$ cat config.mk
export PLATFORM = sky130hd
export DESIGN_NAME = shift_issue_stage
export DESIGN_NICKNAME = d
export VERILOG_FILES = /design/src/rtl/shift_pkg.sv /design/src/rtl/shift_skid_buf.sv /design/src/rtl/shift_issue_stage.sv
export SDC_FILE = /design/constraint.sdc
export NUM_CORES = 1
export LEC_CHECK = 0
export CORE_UTILIZATION = 51
export DETAILED_ROUTE_END_ITERATION = 10
export GPL_ROUTABILITY_DRIVEN = 0
export GPL_TIMING_DRIVEN = 1
export PLACE_DENSITY = 0.89
export SLEW_MARGIN = 20
export SYNTH_ARGS = -nofsm -noshare
export SYNTH_HDL_FRONTEND = slang
export SYNTH_SLANG_ARGS = --single-unit
$ cat constraint.sdc
create_clock -name clk -period 4.2 [get_ports clk]
set_input_delay 1.26 -clock clk [delete_from_list [all_inputs] [get_ports clk]]
set_output_delay 1.26 -clock clk [all_outputs]
set_load 0.03 [all_outputs]
$ cat src/rtl/shift_pkg.sv
// Shared definitions for the shift issue stage:
// opcodes, func codes, instruction fields, buffer states.
package shift_pkg;

  localparam logic [3:0] OP_SLL = 4'h1;
  localparam logic [3:0] OP_SRL = 4'h2;
  localparam logic [3:0] OP_SRA = 4'h3;

  localparam logic [3:0] FN_PASS = 4'b0000;
  localparam logic [3:0] FN_SLL  = 4'b0001;
  localparam logic [3:0] FN_SRL  = 4'b0010;
  localparam logic [3:0] FN_SRA  = 4'b0011;

  localparam int OP_LSB = 12;
  localparam int RD_LSB = 8;
  localparam int RS_LSB = 4;
  localparam int SH_LSB = 0;

  localparam logic [1:0] ST_EMPTY = 2'd0;
  localparam logic [1:0] ST_ONE   = 2'd1;
  localparam logic [1:0] ST_FULL  = 2'd2;

  function automatic logic [3:0] decode_func(
    input logic [3:0] op
  );
    logic [3:0] fn;
    fn = FN_PASS;
    unique case (1'b1)
      op == OP_SLL: fn = FN_SLL;
      op == OP_SRL: fn = FN_SRL;
      op == OP_SRA: fn = FN_SRA;
      default:      fn = FN_PASS;
    endcase
    return fn;
  endfunction

endpackage

$ cat src/rtl/shift_skid_buf.sv
// Two-entry FIFO skid buffer; head entry drives
// the output straight from flops, ready is registered.
module shift_skid_buf
  import shift_pkg::*;
#(
  parameter int W = 28
) (
  input  logic         clk,
  input  logic         rst_n,
  input  logic         in_valid_i,
  output logic         in_ready_o,
  input  logic [W-1:0] in_data_i,
  output logic         out_valid_o,
  input  logic         out_ready_i,
  output logic [W-1:0] out_data_o
);

  logic [1:0]   st_q, st_d;
  logic [W-1:0] head_q, head_d;
  logic [W-1:0] tail_q, tail_d;
  logic         rdy_q, rdy_d;
  logic         push, pop;

  assign push        = in_valid_i && rdy_q;
  assign pop         = out_valid_o && out_ready_i;
  assign out_valid_o = (st_q != ST_EMPTY);
  assign out_data_o  = head_q;
  assign in_ready_o  = rdy_q;

  // Next occupancy and entry contents from push/pop.
  always_comb begin
    st_d   = st_q;
    head_d = head_q;
    tail_d = tail_q;
    case (st_q)
      ST_EMPTY: begin
        if (push) begin
          head_d = in_data_i;
          st_d   = ST_ONE;
        end
      end
      ST_ONE: begin
        if (push && pop) begin
          head_d = in_data_i;
        end else if (push) begin
          tail_d = in_data_i;
          st_d   = ST_FULL;
        end else if (pop) begin
          st_d   = ST_EMPTY;
        end
      end
      ST_FULL: begin
        if (pop) begin
          head_d = tail_q;
          st_d   = ST_ONE;
        end
      end
      default: st_d = ST_EMPTY;
    endcase
    rdy_d = (st_d != ST_FULL);
  end

  // State, entries and registered ready.
  always_ff @(posedge clk or negedge rst_n) begin
    if (!rst_n) begin
      st_q   <= ST_EMPTY;
      head_q <= '0;
      tail_q <= '0;
      rdy_q  <= 1'b1;
    end else begin
      st_q   <= st_d;
      head_q <= head_d;
      tail_q <= tail_d;
      rdy_q  <= rdy_d;
    end
  end

endmodule

$ cat src/rtl/shift_issue_stage.sv
// Decode-to-execute issue stage feeding shift_unit:
// decode, writeback bypass, skid buffer, stall counter.
module shift_issue_stage
  import shift_pkg::*;
#(
  parameter int DW   = 16,
  parameter int RW   = 4,
  parameter int CNTW = 16
) (
  input  logic            clk,
  input  logic            rst_n,
  input  logic            id_valid,
  output logic            id_ready,
  input  logic [15:0]     id_instr,
  input  logic [DW-1:0]   id_rs_data,
  input  logic            wb_valid,
  input  logic [RW-1:0]   wb_rd,
  input  logic [DW-1:0]   wb_data,
  output logic            ex_valid,
  input  logic            ex_ready,
  output logic [DW-1:0]   ex_in,
  output logic [3:0]      ex_func,
  output logic [3:0]      ex_shamt,
  output logic [RW-1:0]   ex_rd,
  output logic [CNTW-1:0] stall_cnt
);

  localparam int W = DW + 4 + 4 + RW;

  logic [3:0]      op;
  logic [RW-1:0]   rs;
  logic [RW-1:0]   rd;
  logic [3:0]      shamt;
  logic [3:0]      func;
  logic [DW-1:0]   operand;
  logic [W-1:0]    pkt;
  logic [W-1:0]    head;
  logic [CNTW-1:0] stall_q, stall_d;
  logic            stall;

  assign op    = id_instr[OP_LSB +: 4];
  assign rd    = id_instr[RD_LSB +: RW];
  assign rs    = id_instr[RS_LSB +: RW];
  assign shamt = id_instr[SH_LSB +: 4];
  assign func  = decode_func(op);

  // Writeback bypass, sampled only in the accept cycle.
  always_comb begin
    operand = id_rs_data;
    if (wb_valid && (wb_rd == rs)) begin
      operand = wb_data;
    end
  end

  assign pkt = {operand, func, shamt, rd};

  shift_skid_buf #(
    .W (W)
  ) u_buf (
    .clk         (clk),
    .rst_n       (rst_n),
    .in_valid_i  (id_valid),
    .in_ready_o  (id_ready),
    .in_data_i   (pkt),
    .out_valid_o (ex_valid),
    .out_ready_i (ex_ready),
    .out_data_o  (head)
  );

  assign {ex_in, ex_func, ex_shamt, ex_rd} = head;

  // Saturating count of cycles decode is held off.
  always_comb begin
    stall   = id_valid && !id_ready;
    stall_d = stall_q;
    if (stall && !(&stall_q)) begin
      stall_d = stall_q + 1'b1;
    end
  end

  // Stall counter register.
  always_ff @(posedge clk or negedge rst_n) begin
    if (!rst_n) begin
      stall_q <= '0;
    end else begin
      stall_q <= stall_d;
    end
  end

  assign stall_cnt = stall_q;

endmodule

==> Word level (Yosys, flattened, before mapping) <==
Cells that the tools add are included.
{ "word_totals": {"wordCells": 43, "register_bits": 75} }
{ "classes": {"mux": 12, "n_addsub": 1, "n_bitwise": 1, "eq_ne": 10, "n_reduce_logical": 14} }
{ "ops": {"columns": ["op", "n"], "rows": [
  ["28-bit two-way mux", 3],
  ["28-bit one-hot mux with 3 select lines", 1],
  ["16-bit by 1-bit adder with 16-bit output, second input constant", 1],
  ["16-bit two-way mux", 1],
  ["16-bit AND reduction", 1],
  ["2-bit one-hot mux with 3 select lines", 2],
  ["2-bit two-way mux", 5],
  ["4-bit by 2-bit == test with 1-bit output, second input constant", 2],
  ["1-bit logical AND", 6],
  ["2-bit by 1-bit != test with 1-bit output, second input constant", 3],
  ["4-bit by 1-bit == test with 1-bit output, second input constant", 1],
  ["4-bit == test", 1],
  ["4-bit AND reduction", 1],
  ["3-bit AND reduction", 1],
  ["3-bit nonzero test", 1],
  ["2-bit by 1-bit == test with 1-bit output, second input constant", 1],
  ["2-bit == test, second input constant", 1],
  ["1-bit logical NOT", 2],
  ["2-bit logical NOT", 1],
  ["2-bit != test, second input constant", 1],
  ["2-bit nonzero test", 1],
  ["1-bit inverter", 1]
]} }

==> Depth between registers and ports, before layout <==
Gate-level depths: netlist (run 1).
{ "logic_depth": {"depth_word": 7, "depth_mapped": 7, "ltp_nobuf": 5} }

==> By module <==
Synthesis (run 1) repeated with hierarchy kept, for this count alone.
{ "unflattened": {"cells_unflattened": 270, "hier_area_um2": 3629.7} }
{ "modules_own_cells": {"columns": ["module", "seq_area_each_um2", "instances", "area_each_um2", "cells_per_inst"], "rows": [
  ["shift_skid_buf", 1477.7, 1, 2560.0, 172],
  ["shift_issue_stage", 400.4, 1, 1069.8, 98]
]} }

==> Worst setup path after synthesis (run 1) <==
OpenSTA, ideal clock, no wires.
{ "synth_path": {"kind": "in2reg", "startpoint": "in id_valid", "endpoint": "reg stall_q[15] (netlist: stall_cnt[15])", "stages": 5, "t_required_ps": 4075, "n_path_buf": 1, "arrival_ps": 2331, "slack_ps": 1745, "path_cell_list": "nand2b_1 buf_6 or3_4 nor3_1 mux2_2"} }
{ "synth_via": {"elab_chain_cells": 2} }
{ "synth_lines": {"columns": ["item", "line_no", "rtl"], "rows": [
  ["start, declared", "shift_issue_stage.sv:12", "input logic id_valid,"],
  ["1-bit logical AND", "shift_issue_stage.sv:74", "stall = id_valid && !id_ready;"],
  ["1-bit logical AND", "shift_issue_stage.sv:76", "if (stall && !(&stall_q)) begin"],
  ["end signal, assigned", "shift_issue_stage.sv:86", "stall_q <= stall_d;"],
  ["end, declared", "shift_issue_stage.sv:38", "logic [CNTW-1:0] stall_q, stall_d;"]
]} }
Every way passes these cells.
A chain may end at the register's enable or synchronous reset.

==> Worst setup path after layout (run 1) <==
{ "layout_path": {"startpoint": "in id_instr[4]", "endpoint": "reg u_buf.head_q[25] (netlist: u_buf.out_data_o[25])"} }
{ "layout_via": {"elab_chain_cells": 5, "word_cells_on_any_way": 6, "cone_classes": "eq/ne (1); mux (4); reduce/logical (1)"} }
{ "layout_lines": {"columns": ["item", "line_no", "rtl"], "rows": [
  ["start, declared", "shift_issue_stage.sv:14", "input logic [15:0] id_instr,"],
  ["4-bit == test (*)", "shift_issue_stage.sv:50", "if (wb_valid && (wb_rd == rs)) begin"],
  ["1-bit logical AND (*)", "shift_issue_stage.sv:50", null],
  ["16-bit two-way mux (*)", "shift_issue_stage.sv:50", null],
  ["28-bit two-way mux (on tied branches)", "shift_skid_buf.sv:43, shift_skid_buf.sv:37", null],
  ["28-bit one-hot mux with 3 select lines (*)", "shift_skid_buf.sv:35", "case (st_q)"],
  ["end signal, assigned", "shift_skid_buf.sv:67", "head_q <= '0;"],
  ["end signal, assigned", "shift_skid_buf.sv:72", "head_q <= head_d;"],
  ["end, declared", "shift_skid_buf.sv:19", "logic [W-1:0] head_q, head_d;"]
]} }
Every way passes the cells marked *; elsewhere a longest branch is shown, timed or not. The select of a mux whose other input is x is not followed.

==> results of run 1 <==
==> per-layer routing <==
layer  routed length [µm]  up-vias
li1                     -     1422
met1                 3420     1430
met2                 4080      105
met3                  436       13
met4                  108        0
met5                    0        -
==> logic make-up after synthesis <==
family / Yosys count
and+or+nand+nor: 134
DFF: 71
AOI/OAI and AO/OA: 69
muxes: 29
buffers and inverters: 26
xor gates and xnor gates: 16
adders and majority gates: 1
other: 1
==> flip-flops by register name, indices dropped and copies added, names as in the netlist <==
name,count
stall_cnt,16
u_buf.in_ready_o,1
u_buf.out_data_o,26
u_buf.st_q,2
u_buf.tail_q,26
==> cells in the mapped netlist, types with 5 or more instances <==
| library cell | number |
|---|---|
| a31oi_1 | 33 |
| buf_6 | 5 |
| clkbuf_1 | 12 |
| dfrtp_1 | 70 |
| mux2i_1 | 25 |
| nand2_1 | 46 |
| nand2b_1 | 18 |
| nand3_1 | 6 |
| nand4_1 | 19 |
| nor2_1 | 20 |
| nor3_1 | 6 |
| o21ai_0 | 27 |
| xnor2_1 | 5 |
| xor2_1 | 10 |
==> where the power goes <==
| part | internal, mW | switching [mW] |
|---|---|---|
| sequential | 0.957 | 0.180 |
| combinational | 0.542 | 0.692 |
| clock | 0.306 | 0.243 |
| total | 1.81 | 1.12 |
==> layout make-up <==
class                      count  area [µm²]  share of cell area
clock buffer                  13         159              0.0339
clock inverter                 3        42.5             0.00906
inverter                       2        7.51             0.00160
timing repair buffer         104        1030               0.219
tap                           77        96.3              0.0205
sequential                    71        1780               0.379
multi-input combinational    251        1580               0.338
==> worst max-delay path, cell delays in order <==
cell and delay, ps:
clkdlybuf4s50_1 440, xnor2_2 650, nand2_1 490, o21ai_0 410, a31oi_1 130
==> worst paths after layout <==
kind / start / end / depth (start not counted)
min in group asynchronous: rst_n / u_buf.st_q[1]$_DFF_PN0_ / 1
min: u_buf.out_data_o[5]$_DFFE_PN0P_ / u_buf.out_data_o[5]$_DFFE_PN0P_ / 2
min reg2reg: u_buf.out_data_o[5]$_DFFE_PN0P_ / u_buf.out_data_o[5]$_DFFE_PN0P_ / 2
max: id_instr[4] / u_buf.out_data_o[25]$_DFFE_PN0P_ / 5
max reg2reg: u_buf.st_q[0]$_DFF_PN0_ / u_buf.out_data_o[9]$_DFFE_PN0P_ / 3
max in group asynchronous: rst_n / u_buf.out_data_o[14]$_DFFE_PN0P_ / 2
==> through the flow <==
step                      total power, mW  instances
after floorplan                      1.91        348
after global placement               2.34        505
after detailed placement             2.39        505
after CTS                            2.93        521
after global routing                 3.08        521
final                                2.92        521
==> impl_metrics.py, run 1 <==
metrics = {
    "detailed_routing": {
        "via_per_inst": 5.70,
        "wl_per_cell_um": 15.4,
        "ant_nets": 0,
        "wl_mm": 8.04,
        "drt-initial-drc-count": 182,
        "drtPass1Iterations": 8,
        "drc_errors": 8,
        "vias": 2970,
    },
    "layout": {
        "area.growth.synth_to_final_pct": 33.7,
        "final_cell_mix": "clkdlybuf4s50_1, dfrtp_1, nand2_1",
        "drive_above_1_share": 0.0743,
        "final_common_cell": "clkdlybuf4s50_1",
        "fin_nets": 497,
        "post-route-util": 0.723,
        "final_area_mm2": 0.00469,
        "diodes": 0,
        "fill_cells": 459,
    },
    "critical_path": {
        "cp-start-kind": "primary input",
        "end_kind": "register",
        "required_ps": 4400,
        "worstSetupPathType": "primary input to register",
        "r2r_slack_ps": 1820,
        "cp_max_fo": 17,
        "cp.arrival_ps": 3380,
    },
    "clock_tree": {
        "post_cts_buffers": 0,
        "clockBufferDepth": 2,
        "root_buffer": "clkbuf_8",
        "cts_made_buffers": 9,
        "htreeDepth": 3,
        "postCtsHoldBufs": 0,
        "cts_tree": "yes",
        "path_clk_slew_ps": 70,
        "clk_latency_ps": 340,
        "cts-resized-gates": 0,
        "cts_sinks": 71,
    },
    "sta": {
        "drv_slew": 0,
        "worstMarginPinSlew_ps": 936,
        "finalHoldWorstSlack_ps": 478,
        "skew_ps": 12.3,
        "period_needed_ps": 3190,
        "fin_setup_tns_ps": 0,
        "rsz0062_at_grt": "no",
        "fin_crit_sh": 0.759,
        "setup_violations": 0,
        "final-hold-violation-count": 0,
        "max_freq_mhz": 314,
        "max_slew_margin": 0.376,
        "setup_slack_ps": 1010,
    },
    "floorplan": {
        "die_w_um": 85.0,
        "core-area_mm2": 0.00649,
        "start_util": 0.540,
        "die_area_mm2": 0.00722,
        "dieHeight_um": 85.0,
        "placementRows": 29,
        "ios": 103,
    },
    "yosys": {
        "synthSimpleGateAreaFrac": 0.204,
        "ys_warn_count": 0,
        "synth_flop_cell": "dfrtp_1",
        "ys_top_cells_by_area": "dfrtp_1, mux2i_1, a31oi_1",
        "ys_seq_area_frac": 0.507,
        "synth_seq_cells": 71,
        "synth-compound-area-share": 0.115,
        "synthAdderAreaFrac": 0.00357,
        "synth-async-reset-ratio": 1.00,
        "synthXorXnorAreaFrac": 0.0421,
        "synth_top_area_frac": 0.499,
        "synthMuxAreaShare": 0.0841,
        "synth_area_per_cell_um2": 10.1,
        "synth_cells": 347,
        "synth_top_cell_by_area": "dfrtp_1",
        "syn-cell-area_mm2": 0.00351,
        "synthDistinctLibCells": 44,
        "synth_edf_count": 0,
        "synth_top_family_by_area": "simple AND/OR/NAND/NOR gates",
    },
    "global_routing": {
        "grt_usage": 0.238,
        "busiest_layer": "met2",
        "globalRoute.totalOverflow": 0,
        "grt_pass1_wl_mm": 13.5,
        "grt_pass1_vias": 2956,
        "grt_use_met3": 0.0477,
        "grt_max_degree": 45,
        "grt_use_met2": 0.411,
        "use_met1": 0.295,
        "antenna_found_initial": 0,
    },
    "hold_path": {
        "min_path_type": "register to register",
    },
    "place": {
        "port_buffers": 100,
        "hpwl_mm": 5.77,
        "postPlaceCellArea_mm2": 0.00449,
        "dp_slack_ps": 687,
    },
    "power_and_ir_drop": {
        "ir_drop_v": 0.000376,
        "p_per_area_mw_per_mm2": 622,
        "p_leak_nw": 1.99,
    },
    "run_status": {
        "status": "finished with violations",
        "violations": "DRC",
    },
    "run": {
        "max_cap_violations": 0,
    },
}
No activity file was read; power rests on OpenSTA's default activity.
==> run 2, diff against run 1 <==
- CORE_UTILIZATION: 51 -> 48
- PLACE_DENSITY: 0.89 -> 0.85
- clock period: 4.2 -> 3.2 ns (I/O delays scaled with it)
==> impl_metrics.py, run 2 (same netlist as run 1, synthesis figures left out) <==
metrics = {
    "detailed_routing": {
        "wl_mm": 8.34,
        "ant_nets": 0,
        "wl_per_cell_um": 15.4,
        "via_per_inst": 5.50,
        "vias": 2986,
        "drtPass1Iterations": 4,
        "drc_errors": 0,
        "drt-initial-drc-count": 165,
    },
    "sta": {
        "worstMarginPinSlew_ps": 846,
        "setup_slack_ps": 310,
        "max_slew_margin": 0.436,
        "final-hold-violation-count": 0,
        "rsz0062_at_grt": "no",
        "fin_crit_sh": 0.903,
        "fin_setup_tns_ps": 0,
        "drv_slew": 0,
        "max_freq_mhz": 346,
        "skew_ps": 9.45,
        "setup_violations": 0,
        "finalHoldWorstSlack_ps": 476,
        "period_needed_ps": 2890,
    },
    "critical_path": {
        "end_kind": "register",
        "required_ps": 3390,
        "cp_max_fo": 17,
        "cp-start-kind": "primary input",
        "cp.arrival_ps": 3080,
        "worstSetupPathType": "primary input to register",
    },
    "power_and_ir_drop": {
        "p_per_area_mw_per_mm2": 803,
        "p_leak_nw": 2.00,
        "ir_drop_v": 0.000354,
    },
    "clock_tree": {
        "post_cts_buffers": 0,
        "clockBufferDepth": 2,
        "htreeDepth": 3,
        "clk_latency_ps": 340,
        "cts_sinks": 71,
        "cts_tree": "yes",
        "cts_made_buffers": 9,
        "root_buffer": "clkbuf_8",
        "postCtsHoldBufs": 0,
        "path_clk_slew_ps": 70,
        "cts-resized-gates": 0,
    },
    "layout": {
        "final_cell_mix": "clkdlybuf4s50_1, dfrtp_1, nand2_1",
        "fin_cells": 543,
        "seq_area_mm2": 0.00178,
        "final_common_cell": "clkdlybuf4s50_1",
        "fill_cells": 557,
        "diodes": 0,
        "fin_nets": 500,
        "drive_above_1_share": 0.0783,
        "multi_input_area_mm2": 0.00158,
        "area.growth.synth_to_final_pct": 34.5,
    },
    "global_routing": {
        "grt_max_degree": 41,
        "globalRoute.totalOverflow": 0,
        "antenna_found_initial": 0,
        "grt_pass1_wl_mm": 13.6,
        "grt_usage": 0.233,
        "grt_pass1_vias": 2974,
    },
    "place": {
        "port_buffers": 100,
        "dp.cells": 527,
        "hpwl_mm": 5.94,
        "dp_slack_ps": -24.6,
    },
    "floorplan": {
        "core-area_mm2": 0.00694,
        "dieHeight_um": 87.5,
        "die_w_um": 87.5,
        "ios": 103,
        "die_area_mm2": 0.00766,
        "placementRows": 30,
        "start_util": 0.505,
    },
    "hold_path": {
        "min_path_type": "register to register",
    },
    "run_status": {
        "status": "complete, no violations",
    },
    "run": {
        "max_cap_violations": 0,
    },
}
run 2: cell count changes in the layout (fill, tap and decap cells not counted), sizes merged:
cell / before / now
buf: 5 / 8
bufinv: 1 / 0
clkbuf: 13 / 15
clkinvlp: 1 / 0
run 2: worst paths after layout:
| kind | startpoint | to | slack, ps | depth (start not counted) |
|---|---|---|---|---|
| setup / recovery | id_instr[4] | u_buf.tail_q[24]$_DFFE_PN0P_ | 310 | 5 |
| hold / removal | u_buf.out_data_o[0]$_DFFE_PN0P_ | u_buf.out_data_o[0]$_DFFE_PN0P_ | 480 | 2 |
| setup reg to reg | u_buf.st_q[0]$_DFF_PN0_ | u_buf.out_data_o[12]$_DFFE_PN0P_ | 1010 | 5 |
| hold reg to reg | u_buf.out_data_o[0]$_DFFE_PN0P_ | u_buf.out_data_o[0]$_DFFE_PN0P_ | 480 | 2 |
| max in group asynchronous | rst_n | u_buf.tail_q[20]$_DFFE_PN0P_ | 1740 | 2 |
| min in group asynchronous | rst_n | u_buf.tail_q[2]$_DFFE_PN0P_ | 670 | 1 |
run 2: final cells by class:
| type | count | share of cell area |
|---|---|---|
| clock buffer | 15 | 0.0374 |
| clock inverter | 1 | 0.00106 |
| inverter | 2 | 0.00159 |
| multi-input combinational | 251 | 0.336 |
| sequential | 71 | 0.377 |
| tap | 96 | 0.0255 |
| timing repair buffer | 107 | 0.222 |
run 2: metrics by stage:
stage	total power [mW]	area, µm²	util
after floorplan	2.51	3510	-
after global placement	3.10	4540	0.654
after detailed placement	3.15	4540	0.654
after CTS	3.82	4720	0.680
after global routing	4.02	4720	0.680
final	3.79	4720	0.680
run 2: layer usage:
metal  routed length (µm)  track usage  share of wire  vias up
met5                    0            0              0        -
met4                   97       0.0939          0.012        0
met3                  497       0.0408          0.060       11
met2                 4160        0.387           0.50      122
met1                 3580        0.304           0.43     1431
li1                     -            -              -     1422
run 2: worst max-delay path: stages:
cell             delay (ps)
clkdlybuf4s50_1         440
xnor2_2                 650
nand2_1                 510
o21ai_0                 390
a31oi_1                 130
run 2: power breakdown:
group / leakage (nW) / internal [mW] / total [mW] / switching [mW]
combinational: 1.06 / 0.725 / 1.64 / 0.911
clock: 0.0937 / 0.345 / 0.659 / 0.313
sequential: 0.843 / 1.26 / 1.50 / 0.240
total: 2.00 / 2.33 / 3.79 / 1.46
==> run 3, diff against run 2 <==
- GPL_TIMING_DRIVEN: 1 -> 0
- SLEW_MARGIN: 20 -> default
==> impl_metrics.py, run 3 (same netlist as run 1, synthesis figures left out) <==
metrics = {
    "sta": {
        "skew_ps": 5.78,
        "setup_slack_ps": 535,
        "max_slew_margin": 0.413,
        "setup_violations": 0,
        "fin_crit_sh": 0.833,
        "drv_slew": 0,
        "max_freq_mhz": 375,
        "final-hold-violation-count": 0,
        "rsz0062_at_grt": "no",
        "worstMarginPinSlew_ps": 880,
        "period_needed_ps": 2660,
        "finalHoldWorstSlack_ps": 481,
    },
    "critical_path": {
        "path_delay_family": "buffers and inverters",
        "slowest_stage": "clkdlybuf4s50_1",
        "reg2reg_from": "u_buf.st_q[0]$_DFF_PN0_",
        "crit_chain": "or2_2 > clkdlybuf4s50_1",
        "worstSetupPathType": "register to output pin",
        "cp_max_fo": 6,
        "reg2regPathDepth": 7,
        "cp.arrival_ps": 1700,
        "r2r-end": "u_buf.out_data_o[16]$_DFFE_PN0P_",
        "path_buf_inv": 1,
        "required_ps": 2240,
        "end_kind": "output pin",
        "r2r_slack_ps": 1370,
        "cp-start-kind": "register",
        "max_stage_delay_ps": 620,
    },
    "clock_tree": {
        "path_clk_slew_ps": 70,
        "post_cts_buffers": 0,
        "root_buffer": "clkbuf_8",
        "clk_latency_ps": 340,
        "cts_made_buffers": 9,
        "cts_tree": "yes",
        "postCtsHoldBufs": 0,
        "htreeDepth": 3,
        "clockBufferDepth": 2,
        "cts-resized-gates": 0,
        "cts_sinks": 71,
    },
    "layout": {
        "final_cell_mix": "clkdlybuf4s50_1, dfrtp_1, nand2_1",
        "drive_above_1_share": 0.0907,
        "area.growth.synth_to_final_pct": 38.0,
        "fin_nets": 516,
        "final_common_cell": "clkdlybuf4s50_1",
        "diodes": 0,
        "fin_cells": 559,
    },
    "hold_path": {
        "min_path_type": "register to register",
        "worstHoldPathCells": 2,
        "min_to": "u_buf.tail_q[2]$_DFFE_PN0P_",
        "worstHoldStart": "u_buf.tail_q[2]$_DFFE_PN0P_",
    },
    "floorplan": {
        "placementRows": 30,
        "ios": 103,
        "core-area_mm2": 0.00694,
        "start_util": 0.505,
        "die_area_mm2": 0.00766,
        "dieHeight_um": 87.5,
        "die_w_um": 87.5,
    },
    "global_routing": {
        "use_met1": 0.299,
        "globalRoute.totalOverflow": 0,
        "busiest_layer": "met2",
        "grt_usage": 0.237,
        "grt_pass1_wl_mm": 13.8,
        "grt_pass1_vias": 2958,
        "antenna_found_initial": 0,
        "grt_max_degree": 72,
        "grt_use_met2": 0.395,
        "grt_use_met3": 0.0626,
    },
    "place": {
        "dp_slack_ps": 368,
        "dp.cells": 543,
        "port_buffers": 99,
        "hpwl_mm": 6.21,
    },
    "power_and_ir_drop": {
        "p_per_area_mw_per_mm2": 820,
        "ir_drop_v": 0.000326,
        "p_leak_nw": 2.06,
    },
    "run": {
        "max_cap_violations": 0,
    },
    "run_status": {
        "status": "complete, no violations",
    },
    "detailed_routing": {
        "wl_per_cell_um": 15.1,
        "drc_errors": 0,
        "drt-initial-drc-count": 103,
        "via_per_inst": 5.40,
        "vias": 3019,
        "ant_nets": 0,
        "drtPass1Iterations": 4,
        "wl_mm": 8.45,
    },
}
-- run 3: cell type report --
type,count,area (µm²)
Tap cell,96,120
Sequential cell,71,1780
Buffer,24,144
Fill cell,520,2100
Multi-Input combinational cell,251,1580
Timing Repair Buffer,99,988
Inverter,2,7.51
Clock inverter,5,81.3
Clock buffer,11,141
-- run 3: metal layers --
layer	routed length, µm	up-vias
met1	3680	1433
met2	4200	119
li1	-	1456
met5	0	-
met3	498	11
met4	78	0
-- run 3: worst max path at each step --
stage                            start                               end  cells past startpoint
2_1_floorplan                 id_valid         stall_cnt[15]$_DFFE_PN0P_                      5
6_report       u_buf.st_q[0]$_DFF_PN0_                          ex_valid                      2
3_5_place_dp               id_instr[4]      u_buf.tail_q[17]$_DFFE_PN0P_                      6
3_3_place_gp                     rst_n  u_buf.out_data_o[19]$_DFFE_PN0P_                      1
4_1_cts        u_buf.st_q[0]$_DFF_PN0_                          ex_valid                      2
5_1_grt        u_buf.st_q[0]$_DFF_PN0_                          ex_valid                      2
-- run 3: worst min-delay path, cell delays in order (launching register included) --
cell	delay, ps
dfrtp_1	350
nand2_1	50
nand2_1	60
-- run 3: metrics by stage --
step	setup TNS, ps	total power [mW]	utilization	instance area (µm²)
2_1_floorplan	0	2.51	-	3510
3_3_place_gp	-76830	3.13	0.666	4620
3_5_place_dp	0	3.21	0.666	4620
4_1_cts	0	4.00	0.698	4840
5_1_grt	0	4.20	0.698	4840
6_report	0	3.97	0.698	4840
-- run 3: power breakdown --
| group | leakage [nW] | total [mW] | internal, mW | switching [mW] |
|---|---|---|---|---|
| Combinational | 1.11 | 1.70 | 0.757 | 0.939 |
| Sequential | 0.843 | 1.49 | 1.26 | 0.230 |
| Clock | 0.110 | 0.792 | 0.461 | 0.332 |
| Total | 2.06 | 3.97 | 2.47 | 1.50 |
